[config.mk]
export PLATFORM = sky130hd
export DESIGN_NAME = frame_buffer_arbiter
export DESIGN_NICKNAME = d
export VERILOG_FILES = /design/src/rtl/frame_buffer_arbiter.sv
export SDC_FILE = /design/constraint.sdc
export NUM_CORES = 1
export LEC_CHECK = 0
export BUFFER_PORTS_ARGS = -buffer_cell sky130_fd_sc_hd__buf_2
export CORE_ASPECT_RATIO = 1.75
export CORE_MARGIN = 2
export CORE_UTILIZATION = 53
export CTS_CLUSTER_SIZE = 16
export DETAILED_ROUTE_END_ITERATION = 12
export PLACE_DENSITY = 0.82
export SYNTH_ARGS = -nofsm -noshare
export SYNTH_HDL_FRONTEND = slang
export SYNTH_SLANG_ARGS = --single-unit
[constraint.sdc]
create_clock -name CLK -period 2.15 [get_ports CLK]
set_clock_uncertainty 0.1 [all_clocks]
set_input_delay 0 -clock CLK [delete_from_list [all_inputs] [get_ports CLK]]
set_output_delay 0 -clock CLK [all_outputs]
set_load 0.02 [all_outputs]
[src/rtl/frame_buffer_arbiter.sv]
// frame_buffer_arbiter
//   Sole owner of the read/write port of the 32768x1 frame buffer. It merges
//   single-pixel writes from the processor bus, buffered in a small FIFO, with
//   a full-screen fill engine. Every queued pixel write is retired, in order,
//   before a fill begins.
//
// Ports
//   CLK, RESET             clock (rising edge), asynchronous active-low reset
//   PIX_WR/X/Y/DATA        pixel write request; accepted when PIX_FULL=0
//   PIX_FULL               registered backpressure (FIFO full or fill pending/active)
//   FILL_START/FILL_VALUE  fill request; only sampled in IDLE, value latched on accept
//   FILL_BUSY              high while a flush or a fill is in progress
//   FILL_DONE              one-cycle pulse after the last fill write
//   FB_ADDR/FB_DATA_OUT/FB_WE  registered frame buffer write port
module frame_buffer_arbiter #(
    parameter int ADDR_W     = 15,
    parameter int X_W        = 8,
    parameter int FIFO_DEPTH = 4
) (
    input  logic                  CLK,
    input  logic                  RESET,
    input  logic                  PIX_WR,
    input  logic [X_W-1:0]        PIX_X,
    input  logic [ADDR_W-X_W-1:0] PIX_Y,
    input  logic                  PIX_DATA,
    output logic                  PIX_FULL,
    input  logic                  FILL_START,
    input  logic                  FILL_VALUE,
    output logic                  FILL_BUSY,
    output logic                  FILL_DONE,
    output logic [ADDR_W-1:0]     FB_ADDR,
    output logic                  FB_DATA_OUT,
    output logic                  FB_WE
);

    localparam int PTR_W = $clog2(FIFO_DEPTH);
    localparam int CNT_W = PTR_W + 1;

    typedef enum logic [1:0] {IDLE, FLUSH, FILL} state_t;

    state_t               state, state_nxt;
    logic [ADDR_W:0]      mem [FIFO_DEPTH];   // {Y, X, DATA}
    logic [PTR_W-1:0]     wr_ptr, rd_ptr;
    logic [CNT_W-1:0]     cnt, cnt_nxt;
    // One extra bit so the counter can sit at 2**ADDR_W for the cycle after
    // the last write; that is what tells FILL the sweep is finished.
    logic [ADDR_W:0]      fill_cnt;
    logic                 fill_val;
    logic                 push, pop;

    // PIX_FULL is registered, so a push is judged against the current flag;
    // a pop in the same cycle does not free a slot for a full FIFO.
    assign push = PIX_WR && !PIX_FULL;
    assign pop  = (cnt != '0) && (state == IDLE || state == FLUSH);

    always_comb begin
        cnt_nxt = cnt + CNT_W'(push) - CNT_W'(pop);
    end

    always_comb begin
        state_nxt = state;
        case (state)
            // Fill start looks at the post-edge count, so a pixel accepted in
            // the same cycle as FILL_START forces a flush ahead of the fill.
            IDLE:    if (FILL_START) state_nxt = (cnt_nxt == '0) ? FILL : FLUSH;
            FLUSH:   if (cnt == '0)  state_nxt = FILL;
            FILL:    if (fill_cnt[ADDR_W]) state_nxt = IDLE;
            default: state_nxt = IDLE;
        endcase
    end

    // FIFO storage carries no reset; occupancy is tracked by cnt.
    always_ff @(posedge CLK) begin
        if (push) mem[wr_ptr] <= {PIX_Y, PIX_X, PIX_DATA};
    end

    always_ff @(posedge CLK or negedge RESET) begin
        if (!RESET) begin
            state       <= IDLE;
            wr_ptr      <= '0;
            rd_ptr      <= '0;
            cnt         <= '0;
            fill_cnt    <= '0;
            fill_val    <= 1'b0;
            PIX_FULL    <= 1'b0;
            FILL_BUSY   <= 1'b0;
            FILL_DONE   <= 1'b0;
            FB_ADDR     <= '0;
            FB_DATA_OUT <= 1'b0;
            FB_WE       <= 1'b0;
        end else begin
            state     <= state_nxt;
            cnt       <= cnt_nxt;
            PIX_FULL  <= (cnt_nxt == CNT_W'(FIFO_DEPTH)) || (state_nxt != IDLE);
            FILL_BUSY <= (state_nxt != IDLE);
            FILL_DONE <= 1'b0;
            FB_WE     <= 1'b0;

            if (push) wr_ptr <= wr_ptr + 1'b1;
            if (pop) begin
                rd_ptr      <= rd_ptr + 1'b1;
                FB_ADDR     <= mem[rd_ptr][ADDR_W:1];
                FB_DATA_OUT <= mem[rd_ptr][0];
                FB_WE       <= 1'b1;
            end

            case (state)
                IDLE: begin
                    if (FILL_START) begin
                        fill_val <= FILL_VALUE;
                        fill_cnt <= '0;
                    end
                end
                FLUSH: begin
                    // The FLUSH->FILL edge issues no write: one idle cycle.
                    if (cnt == '0) fill_cnt <= '0;
                end
                FILL: begin
                    if (fill_cnt[ADDR_W]) begin
                        FILL_DONE <= 1'b1;
                    end else begin
                        FB_ADDR     <= fill_cnt[ADDR_W-1:0];
                        FB_DATA_OUT <= fill_val;
                        FB_WE       <= 1'b1;
                        fill_cnt    <= fill_cnt + 1'b1;
                    end
                end
                default: ;
            endcase
        end
    end

endmodule
# Yosys cells after proc, flatten, opt, wreduce, memory -nomap -nowiden
# Memories as Yosys holds them, arrays and structs flattened.
# Index checks and enable logic that the tools add are counted.
[classes]
add_sub_neg = 5
eq_ne = 6
n_mux = 22
n_reduce_logical = 14
[ops]
columns = ["operator", "n"]
rows = [
  ["16-bit two-way mux", 3],
  ["16-bit case mux with 3 select lines", 1],
  ["15-bit two-way mux", 3],
  ["16-bit by 1-bit adder with 16-bit output, second input constant", 1],
  ["1-bit two-way mux", 10],
  ["2-bit two-way mux", 4],
  ["3-bit logical NOT", 2],
  ["2-bit case mux with 3 select lines", 1],
  ["3-bit nonzero test", 2],
  ["2-bit by 1-bit adder with 2-bit output, second input constant", 2],
  ["2-bit inequality test, second input constant", 2],
  ["4-bit AND reduction", 1],
  ["3-bit by 1-bit adder with 3-bit output", 1],
  ["3-bit equality test, second input constant", 1],
  ["3-bit AND reduction", 1],
  ["3-bit by 1-bit subtractor with 3-bit output", 1],
  ["2-bit by 1-bit equality test with 1-bit output, second input constant", 1],
  ["2-bit equality test, second input constant", 1],
  ["1-bit logical AND", 2],
  ["2-bit logical NOT", 1],
  ["1-bit logical OR", 2],
  ["2-bit by 1-bit inequality test with 1-bit output, second input constant", 1],
  ["2-bit AND reduction", 1],
  ["2-bit nonzero test", 1],
  ["1-bit logical NOT", 1],
]
[totals]
ff_bits = 46
mem_bits_rw = 64
in_bits = 21
out_inout_bits = 20
wordCells = 61
n_memories = 1
[mem_list]
columns = ["memory", "words", "width", "rd", "rd_clocked_by_memory_dff", "write_ports", "line_no", "source"]
rows = [
  ["mem", 4, 16, 1, 0, 1, "42", "logic [ADDR_W:0] mem [FIFO_DEPTH];"],
]

# Longest topological paths before layout
# Gate-level depths: netlist of the first run.
[logic_depth]
ltp_word = 10
ltp_mapped = 11
ltp_nobuf = 10

# Worst setup path after synthesis of the first run
# Ideal clock, no wire load.
[synth_timing]
path_kind = "reg2reg"
startpoint = "register PIX_FULL"
endpoint = "register state[0]"
setup_time_ns = 0.121
t_arrival_ns = 2.134
required_time_ns = 1.929
path_slack_ns = -0.205
path_stages_with_launch = 11
n_path_buf = 1
period_less_slack_ns = 2.355
path_cell_list = "dfrtp_1 > nor2b_1 > clkbuf_1 > or3_1 > nand2_1 > ha_1 > fa_1 > xnor2_1 > xnor2_1 > nand2_1 > a22o_1"
[synth_between]
elab_chain_cells = 8
[synth_lines]
columns = ["element", "line_no", "source"]
rows = [
  ["from (decl)", "26", "output logic PIX_FULL,"],
  ["from (signal assigned)", "94", "PIX_FULL <= (cnt_nxt == CNT_W'(FIFO_DEPTH)) || (state_nxt != IDLE);"],
  ["1-bit logical NOT", "53", "assign push = PIX_WR && !PIX_FULL;"],
  ["1-bit logical AND", "53", ""],
  ["3-bit by 1-bit adder with 3-bit output", "57", "cnt_nxt = cnt + CNT_W'(push) - CNT_W'(pop);"],
  ["3-bit by 1-bit subtractor with 3-bit output", "57", ""],
  ["3-bit logical NOT", "65", "IDLE: if (FILL_START) state_nxt = (cnt_nxt == '0) ? FILL : FLUSH;"],
  ["2-bit two-way mux (2 in a row)", "65", ""],
  ["2-bit case mux with 3 select lines", "62", "case (state)"],
  ["named net state_nxt[0]", "41", "state_t state, state_nxt;"],
  ["to (signal assigned)", "92", "state <= state_nxt;"],
  ["to (decl)", "41", ""],
]
# The timed path passes the listed nets, and every way through them passes these cells.
# A chain may end at the register's enable or synchronous reset.

# Final worst setup path of the first run
[layout_timing]
startpoint = "register cnt[0]"
endpoint = "register state[0]"
[layout_between]
elab_chain_cells = 7
word_cells_on_any_way = 10
cone_classes = "add/sub (2); mux (4); reduce/logical (4)"
[layout_lines]
columns = ["element", "line_no", "source"]
rows = [
  ["from (decl)", "44", "logic [CNT_W-1:0] cnt, cnt_nxt;"],
  ["from (signal assigned)", "93", "cnt <= cnt_nxt;"],
  ["parallel branches: the longest is 2 deep, another holds 3-bit by 1-bit adder with 3-bit output", "n/a", ""],
  ["3-bit by 1-bit subtractor with 3-bit output *", "57", ""],
  ["named net cnt_nxt[1]", "44", ""],
  ["3-bit logical NOT *", "65", ""],
  ["2-bit two-way mux * (2 in a row)", "65", ""],
  ["2-bit case mux with 3 select lines *", "62", ""],
  ["named net state_nxt[0]", "41", ""],
]
# Mark *: on every way through the listed nets, which the timed path passes.

==> out/results.ini, run 1 <==
[drt]
initialDrtViolationCount = 303
dr.pass1.iters = 4
ant_nets = 0
wl_per_cell_um = 17.4
drt_wl_total_mm = 9.30
vias = 2964
remaining_drc_errors = 0
via_per_inst = 5.55

[logic_synthesis]
syn_avg_cell_area_um2 = 14.3
synth_area_leaders = edfxtp_1, dfrtp_1, mux4_2
ys_ff_latch = 110
async_flop_share = 0.418
synth_edf_count = 64
yosys.area.top_type = edfxtp_1
synthDistinctLibCells = 45
synth.most_common_cell = edfxtp_1
synth-seq-area-share = 0.668
synth_ff_type = edfxtp_1
synth_nets = 349
syn_area_um2 = 4600
synth_top_area_frac = 0.418
syn_inst = 321
yosys_warnings = 0
netlist_top_cells_count = edfxtp_1, dfrtp_1, nand2_1, mux4_2, o21ai_0

[global_routing]
grt_max_degree = 32
antenna_found_initial = 0
grt_pass1_wl_mm = 15.3
grt_pass1_vias = 3126
grt_use_total = 0.217
overflow = 0

[finish]
fillers = 594
fin_nets = 440
drive_gt1_frac = 0.307
stdcell_count = 534
final-seq-area_um2 = 3070
multi_input_area_um2 = 1500
areaGrowthSynthToFinish_pct = 24.4
n_antenna_cell = 0

[floorplan]
fp.dieH_um = 127
core_um2 = 8560
fp.dieW_um = 74.4
io_pins = 41
dieArea_um2 = 9470
rows = 45
start_util = 0.538

[critical_path]
worstPathRequired_ns = 2.29
critPathArrivalTime_ns = 2.37
start_kind = register
end_kind = register
worstSetupPathType = register to register
critPathMaxFanout = 3

[place]
dp.cells = 490
place_hpwl_mm = 6.24
place.gp.congestion = 0.861
port_buffers = 40

[timing]
fmax_ghz = 0.449
period_needed_ns = 2.23
post-route-worst-setup-slack_ns = -0.0783
worstMarginPinSlew_ns = 0.697
setup_tns_ns = -0.161
maxSlewViolCount = 0
finalCritPeriodShare = 1.04
finalSetupViolCount = 3
slew_headroom = 0.535
hold_viol = 0
rsz0062_at_grt = yes
fin_hold_ws_ns = 0.0763

[job]
cap_violations = 0

[status]
violations = setup timing
outcome = finished with violations

[pwr]
ir_drop_v = 0.000766
leakagePower_nw = 2.24
power_density_nw_per_um2 = 1310

[hold_path]
hold_path.class = primary input to register

[cts]
htree_levels = 3
cts_buffers = 9
cts_tree = yes
cts_buffer_depth = 2
clock-sinks = 110
clk_pin_slew_ns = 0.08
insertion_delay_ns = 0.35
root_buffer = clkbuf_16

where the power goes:
part / switching (W) / internal (W)
combinational: 0.00156 / 0.00142
clock: 0.000801 / 0.000826
sequential: 0.000241 / 0.00266
per-stage QoR:
step | instance area (um^2) | setup slack [ns] | power, W | util
after detailed placement | 5110 | -0.214 | 0.00551 | 0.597
after global routing | 5730 | -0.140 | 0.00791 | 0.669
after floorplan | 4610 | -0.0705 | 0.00458 | -
final | 5730 | -0.0783 | 0.00750 | 0.669
after global placement | 5110 | -0.0549 | 0.00538 | 0.597
after CTS | 5680 | -0.0766 | 0.00747 | 0.664
final cells by class:
| type | count | share of cell area |
|---|---|---|
| clock buffer | 9 | 0.0393 |
| clock inverter | 7 | 0.0120 |
| inverter | 9 | 0.00590 |
| multi-input combinational | 187 | 0.263 |
| sequential | 110 | 0.537 |
| tap | 117 | 0.0256 |
| timing repair buffer | 95 | 0.118 |
metal layers:
layer,GRT usage,wire [um],vias up
met4,0.110,243,0
met5,0,0,-
met3,0.0379,351,21
met2,0.361,5070,82
li1,-,-,1398
met1,0.266,3630,1463
worst max-delay path: stages, from the launching register on:
cell,delay [ns]
dfrtp_1,0.42
or3_4,0.42
nand2_4,0.08
nand2_2,0.07
nand2_4,0.07
ha_4,0.13
fa_2,0.47
nor2_4,0.12
nand2_1,0.06
a22o_1,0.17
state kept, by name, summed over array words and instances, names as in the netlist:
name	cells
mem	64
fill_cnt	16
FB_ADDR	15
cnt	3
rd_ptr	2
state	2
wr_ptr	2
FB_DATA_OUT	1
FB_WE	1
FILL_BUSY	1
FILL_DONE	1
PIX_FULL	1
fill_val	1
layout by cell type (no fill, tap or decap), types with 8 or more instances in the layout:
cell,synthesis,final
dfrtp_1,46,45
edfxtp_1,64,64
dlygate4sd3_1,0,19
inv_1,9,9
o21ai_0,16,15
a22oi_1,14,14
mux4_2,16,16
a21oi_1,11,11
clkbuf_16,0,9
nand2_1,46,43
buf_4,1,35
buf_2,6,40
nor2_1,9,8
what timing repair did:
item / CTS / global route
gates resized for setup: 9 / 5
setup endpoints to repair: 4 / 5
hold buffers: 19 / 0
hold endpoints to repair: 96 / 0
pin swaps: 8 / 2
setup buffers: 6 / 3
cell families (layout without fill, tap and decap cells):
group                    count (synthesis)  after routing  synth area share
flip-flops                             110            110             0.668
AND/OR/NAND/NOR                         97             97             0.109
AO/OA/AOI/OAI                           59             59            0.0862
buffers and inverters                   24            120            0.0220
multiplexers                            18             18            0.0829
adder cells (fa/ha/maj)                  7              7            0.0207
XOR/XNOR                                 6              6            0.0114
worst paths after layout:
kind	to	slack (ns)	startpoint	depth (start not counted)
hold / removal	wr_ptr[0]	0.08	PIX_WR	4
min in group asynchronous	FILL_BUSY	0.13	RESET	2
setup reg to reg	state[0]	-0.08	cnt[0]	9
max in group asynchronous	fill_cnt[9]	1.12	RESET	3
hold reg to reg	FB_DATA_OUT	0.38	fill_val	2
setup / recovery	state[0]	-0.08	cnt[0]	9
Power figures use the tool's default switching activity.
==> run 2: changes to the inputs <==
==> config.mk (replaced) <==
export PLATFORM = sky130hd
export DESIGN_NAME = frame_buffer_arbiter
export DESIGN_NICKNAME = d
export VERILOG_FILES = /design/src/rtl/frame_buffer_arbiter.sv
export SDC_FILE = /design/constraint.sdc
export NUM_CORES = 1
export LEC_CHECK = 0
export CORE_ASPECT_RATIO = 1.75
export CORE_MARGIN = 2
export CORE_UTILIZATION = 56
export CTS_CLUSTER_SIZE = 16
export DETAILED_ROUTE_END_ITERATION = 12
export DONT_BUFFER_PORTS = 1
export PLACE_DENSITY = 0.81
export SYNTH_ARGS = -nofsm -noshare
export SYNTH_HDL_FRONTEND = slang
export SYNTH_SLANG_ARGS = --single-unit
==> out/results.ini, run 2 (synthesis gave the netlist of run 1 again) <==
[pwr]
p_int_w = 0.00475
seqPwrFrac = 0.433
ir_drop_v = 0.000867
pwr-share-clk = 0.213
netSwitchingPower_w = 0.00269
finalPower_w = 0.00744
pwr-share-comb = 0.353
leakagePower_nw = 2.11
power_density_nw_per_um2 = 1340
swShare = 0.362

[hold_path]
hold_path.class = primary input to register

[place]
place_area_um2 = 4850
place_hpwl_mm = 6.37
dp.cells = 421
port_buffers = 0
place.gp.congestion = 0.862
pre_cts_slack_ns = -0.152

[cts]
clock-sinks = 110
insertion_delay_ns = 0.35
htree_levels = 3
cts_tree = yes
clk_pin_slew_ns = 0.07
root_buffer = clkbuf_16
cts_buffer_depth = 2
cts_buffers = 9

[global_routing]
grt_pass1_wl_mm = 15.2
grt_use_total = 0.231
overflow = 0
antenna_found_initial = 0
grt_pass1_vias = 2973
grt_max_degree = 47

[floorplan]
io_pins = 41
fp.dieH_um = 124
core_um2 = 7960
start_util = 0.578
fp.dieW_um = 72.5
dieArea_um2 = 8990
rows = 43

[finish]
mostFrequentLayoutCells = edfxtp_1, dfrtp_1, nand2_1
stdcell_area_um2 = 5570
drive_gt1_frac = 0.250
stdcell_count = 470
largest_reg_flops = 64
areaGrowthSynthToFinish_pct = 21.0
fin_nets = 403
top_regs = mem (64), fill_cnt (16), FB_ADDR (15)
regMostFlops = mem
n_antenna_cell = 0
final_common_cell = edfxtp_1

[job]
cap_violations = 0

[drt]
ant_nets = 0
remaining_drc_errors = 0
initialDrtViolationCount = 337
via_per_inst = 6.29
vias = 2954
drt_wl_total_mm = 10.1
wl_per_cell_um = 21.4
dr.pass1.iters = 5

[timing]
finalCritPeriodShare = 1.05
hold_viol = 0
fmax_ghz = 0.441
rsz0062_at_grt = yes
slew_headroom = 0.607
maxSlewViolCount = 0
fin_hold_ws_ns = 0.00862
finalSetupViolCount = 3
post-route-worst-setup-slack_ns = -0.117
period_needed_ns = 2.27
worstMarginPinSlew_ns = 0.588

[critical_path]
critPathArrivalTime_ns = 2.41
start_kind = register
worstPathRequired_ns = 2.29
worstSetupPathType = register to register
critPathMaxFanout = 3
end_kind = register

[status]
outcome = finished with violations
violations = setup timing

-- run 2: metrics by stage --
stage,TNS (ns),utilization
floorplan,-0.127,-
global placement,-0.0933,0.609
detailed placement,-0.349,0.609
CTS,-0.0655,0.680
global route,-0.498,0.700
finish,-0.272,0.700
-- run 2: critical path, stage by stage (launching register included) --
cell	delay (ns)
dfrtp_1	0.42
or3_4	0.43
nand2_4	0.10
nand2_4	0.05
nand2_4	0.06
ha_4	0.13
fa_2	0.47
nor2_4	0.15
nand2_2	0.06
a22o_1	0.18
-- run 2: routing by layer --
metal	share of wire	global-route usage	vias up
met5	0	0	-
met4	0.040	0.115	0
met3	0.047	0.0542	35
met2	0.55	0.401	111
met1	0.37	0.264	1483
li1	-	-	1325
-- run 2: layout make-up --
| cell class | instances | area [um^2] |
|---|---|---|
| clock buffer | 9 | 225 |
| clock inverter | 7 | 60.1 |
| fill | 500 | 2390 |
| inverter | 9 | 33.8 |
| multi-input combinational | 189 | 1570 |
| sequential | 110 | 3070 |
| tap | 90 | 113 |
| timing repair buffer | 56 | 492 |
-- run 2: path summary, 6_finish.rpt --
path | start | end | slack [ns] | cells past startpoint
setup / recovery | cnt[2] | state[0] | -0.12 | 9
hold / removal | PIX_WR | wr_ptr[0] | 0.009 | 3
setup reg to reg | cnt[2] | state[0] | -0.12 | 9
hold reg to reg | fill_val | FB_DATA_OUT | 0.39 | 2
max in group asynchronous | RESET | FB_ADDR[8] | 1.67 | 2
min in group asynchronous | RESET | cnt[2] | 0.06 | 2
-- run 2: power by group through the flow --
stage | clock [W] | sequential, W | combinational, W
floorplan | 0 | 0.00310 | 0.00148
global placement | 0 | 0.00323 | 0.00192
detailed placement | 0 | 0.00325 | 0.00202
CTS | 0.00161 | 0.00321 | 0.00233
global route | 0.00169 | 0.00326 | 0.00281
finish | 0.00159 | 0.00323 | 0.00263
-- run 2: what timing repair did --
action,in CTS,in global routing
hold buffers,20,0
buffers inserted,5,6
resized for setup,5,20
pin swaps,6,11
hold endpoints to repair,114,0
setup endpoints to repair,4,17
cloned,0,2
==> run 3: changes to the inputs <==
==> constraint.sdc (replaced) <==
create_clock -name CLK -period 2.15 [get_ports CLK]
set_clock_uncertainty 0.1 [all_clocks]
set_input_delay 0.215 -clock CLK [delete_from_list [all_inputs] [get_ports CLK]]
set_output_delay 0.215 -clock CLK [all_outputs]
set_load 0.02 [all_outputs]
==> out/results.ini, run 3 (synthesis gave the netlist of run 1 again) <==
[drt]
drt_wl_total_mm = 9.61
vias = 2904
via_per_inst = 6.18
dr.pass1.iters = 7
initialDrtViolationCount = 295
remaining_drc_errors = 0
ant_nets = 0
wl_per_cell_um = 20.4

[hold_path]
whs_path_depth = 2
hold_end = FILL_BUSY
hp-start = FILL_START
hold_path.class = primary input to register

[finish]
top_regs = mem (64), fill_cnt (16), FB_ADDR (15)
stdcell_count = 470
final_common_cell = edfxtp_1
largest_reg_flops = 64
areaGrowthSynthToFinish_pct = 20.2
final-seq-area_um2 = 3070
drive_gt1_frac = 0.237
n_antenna_cell = 0
fin_nets = 403
multi_input_area_um2 = 1520
mostFrequentLayoutCells = edfxtp_1, dfrtp_1, nand2_1
fillers = 507
regMostFlops = mem

[critical_path]
critPathMaxFanout = 3
worstSetupPathType = register to register
timing.rr.end = state[0]
end_kind = register
start_kind = register
worst-r2r-cell-count = 9
critPathArrivalTime_ns = 2.41
timing.rr.start = cnt[0]
regToRegSetupSlack_ns = -0.13
worstPathRequired_ns = 2.29

[floorplan]
rows = 43
core_um2 = 7960
start_util = 0.578
fp.dieH_um = 124
io_pins = 41
dieArea_um2 = 8990
fp.dieW_um = 72.5

[pwr]
ir_drop_v = 0.000877
leakagePower_nw = 2.11
power_density_nw_per_um2 = 1330
finalPower_w = 0.00736

[timing]
finalCritPeriodShare = 1.06
maxSlewViolCount = 0
hold_viol = 0
rsz0062_at_grt = yes
fmax_ghz = 0.439
post-route-worst-setup-slack_ns = -0.128
worstMarginPinSlew_ns = 0.568
finalSetupViolCount = 4
period_needed_ns = 2.28
slew_headroom = 0.620

[cts]
cts_buffers = 9
clk_pin_slew_ns = 0.08
htree_levels = 3
cts_buffer_depth = 2
cts_tree = yes
insertion_delay_ns = 0.34
clock-sinks = 110
root_buffer = clkbuf_16

[place]
pre_cts_slack_ns = -0.162
port_buffers = 0
dp.cells = 425
place.gp.congestion = 0.927
place_hpwl_mm = 6.39

[job]
cap_violations = 0

[global_routing]
antenna_found_initial = 0
grt_pass1_vias = 2953
grt_use_total = 0.228
grt_max_degree = 47
grt_pass1_wl_mm = 15.2
overflow = 0

[status]
violations = setup timing
outcome = finished with violations

run 3: worst max path at each step:
| stage | start | end | depth (start not counted) |
|---|---|---|---|
| detailed placement | cnt[0] | state[0] | 9 |
| floorplan | PIX_FULL | state[0] | 10 |
| CTS | cnt[2] | state[1] | 9 |
| global placement | cnt[0] | state[0] | 9 |
| finish | cnt[0] | state[0] | 9 |
| global route | cnt[0] | state[1] | 9 |
run 3: worst max-delay path, stage by stage (launching register included):
cell and delay (ns):
dfrtp_1 0.42, nor3_2 0.25, or3_4 0.20, nand2_4 0.06, ha_4 0.15, fa_2 0.36
xnor2_2 0.16, xnor2_2 0.22, nand2_1 0.08, a22o_1 0.18
run 3: through the flow:
stage / area (um^2) / TNS (ns) / util / hold WS, ns
after floorplan: 4610 / -0.127 / - / -0.181
after global placement: 4880 / -0.107 / 0.612 / -0.180
after detailed placement: 4880 / -0.472 / 0.612 / -0.180
after CTS: 5480 / -0.0789 / 0.688 / 0.0354
after global routing: 5530 / -0.763 / 0.695 / 0.0412
final: 5530 / -0.428 / 0.695 / 0.0409
run 3: power by group:
| part | leakage (nW) | switching [W] | internal (W) |
|---|---|---|---|
| Combinational | 0.816 | 0.00131 | 0.00131 |
| Clock | 0.139 | 0.000757 | 0.000810 |
| Sequential | 1.15 | 0.000514 | 0.00266 |
| Total | 2.11 | 0.00259 | 0.00477 |
run 3: final cells by class:
| class | count | area share |
|---|---|---|
| clock buffers | 9 | 0.0407 |
| clock inverters | 7 | 0.0113 |
| inverters | 9 | 0.00611 |
| multi-input cells | 187 | 0.274 |
| flip-flops and latches | 110 | 0.556 |
| well taps | 90 | 0.0204 |
| repair buffers | 58 | 0.0912 |
run 3: timing repair:
action	4_1_cts	5_1_grt
pin swaps	7	8
hold buffers	19	0
gates resized for setup	12	4
buffers inserted	6	4
setup endpoints to repair	4	11
hold endpoints to repair	111	0
run 3: per-layer routing:
layer	vias up	GRT usage	wire (um)
met5	-	0	0
met2	103	0.403	5310
li1	1317	-	-
met1	1466	0.270	3680
met4	0	0.101	240
met3	18	0.0396	370
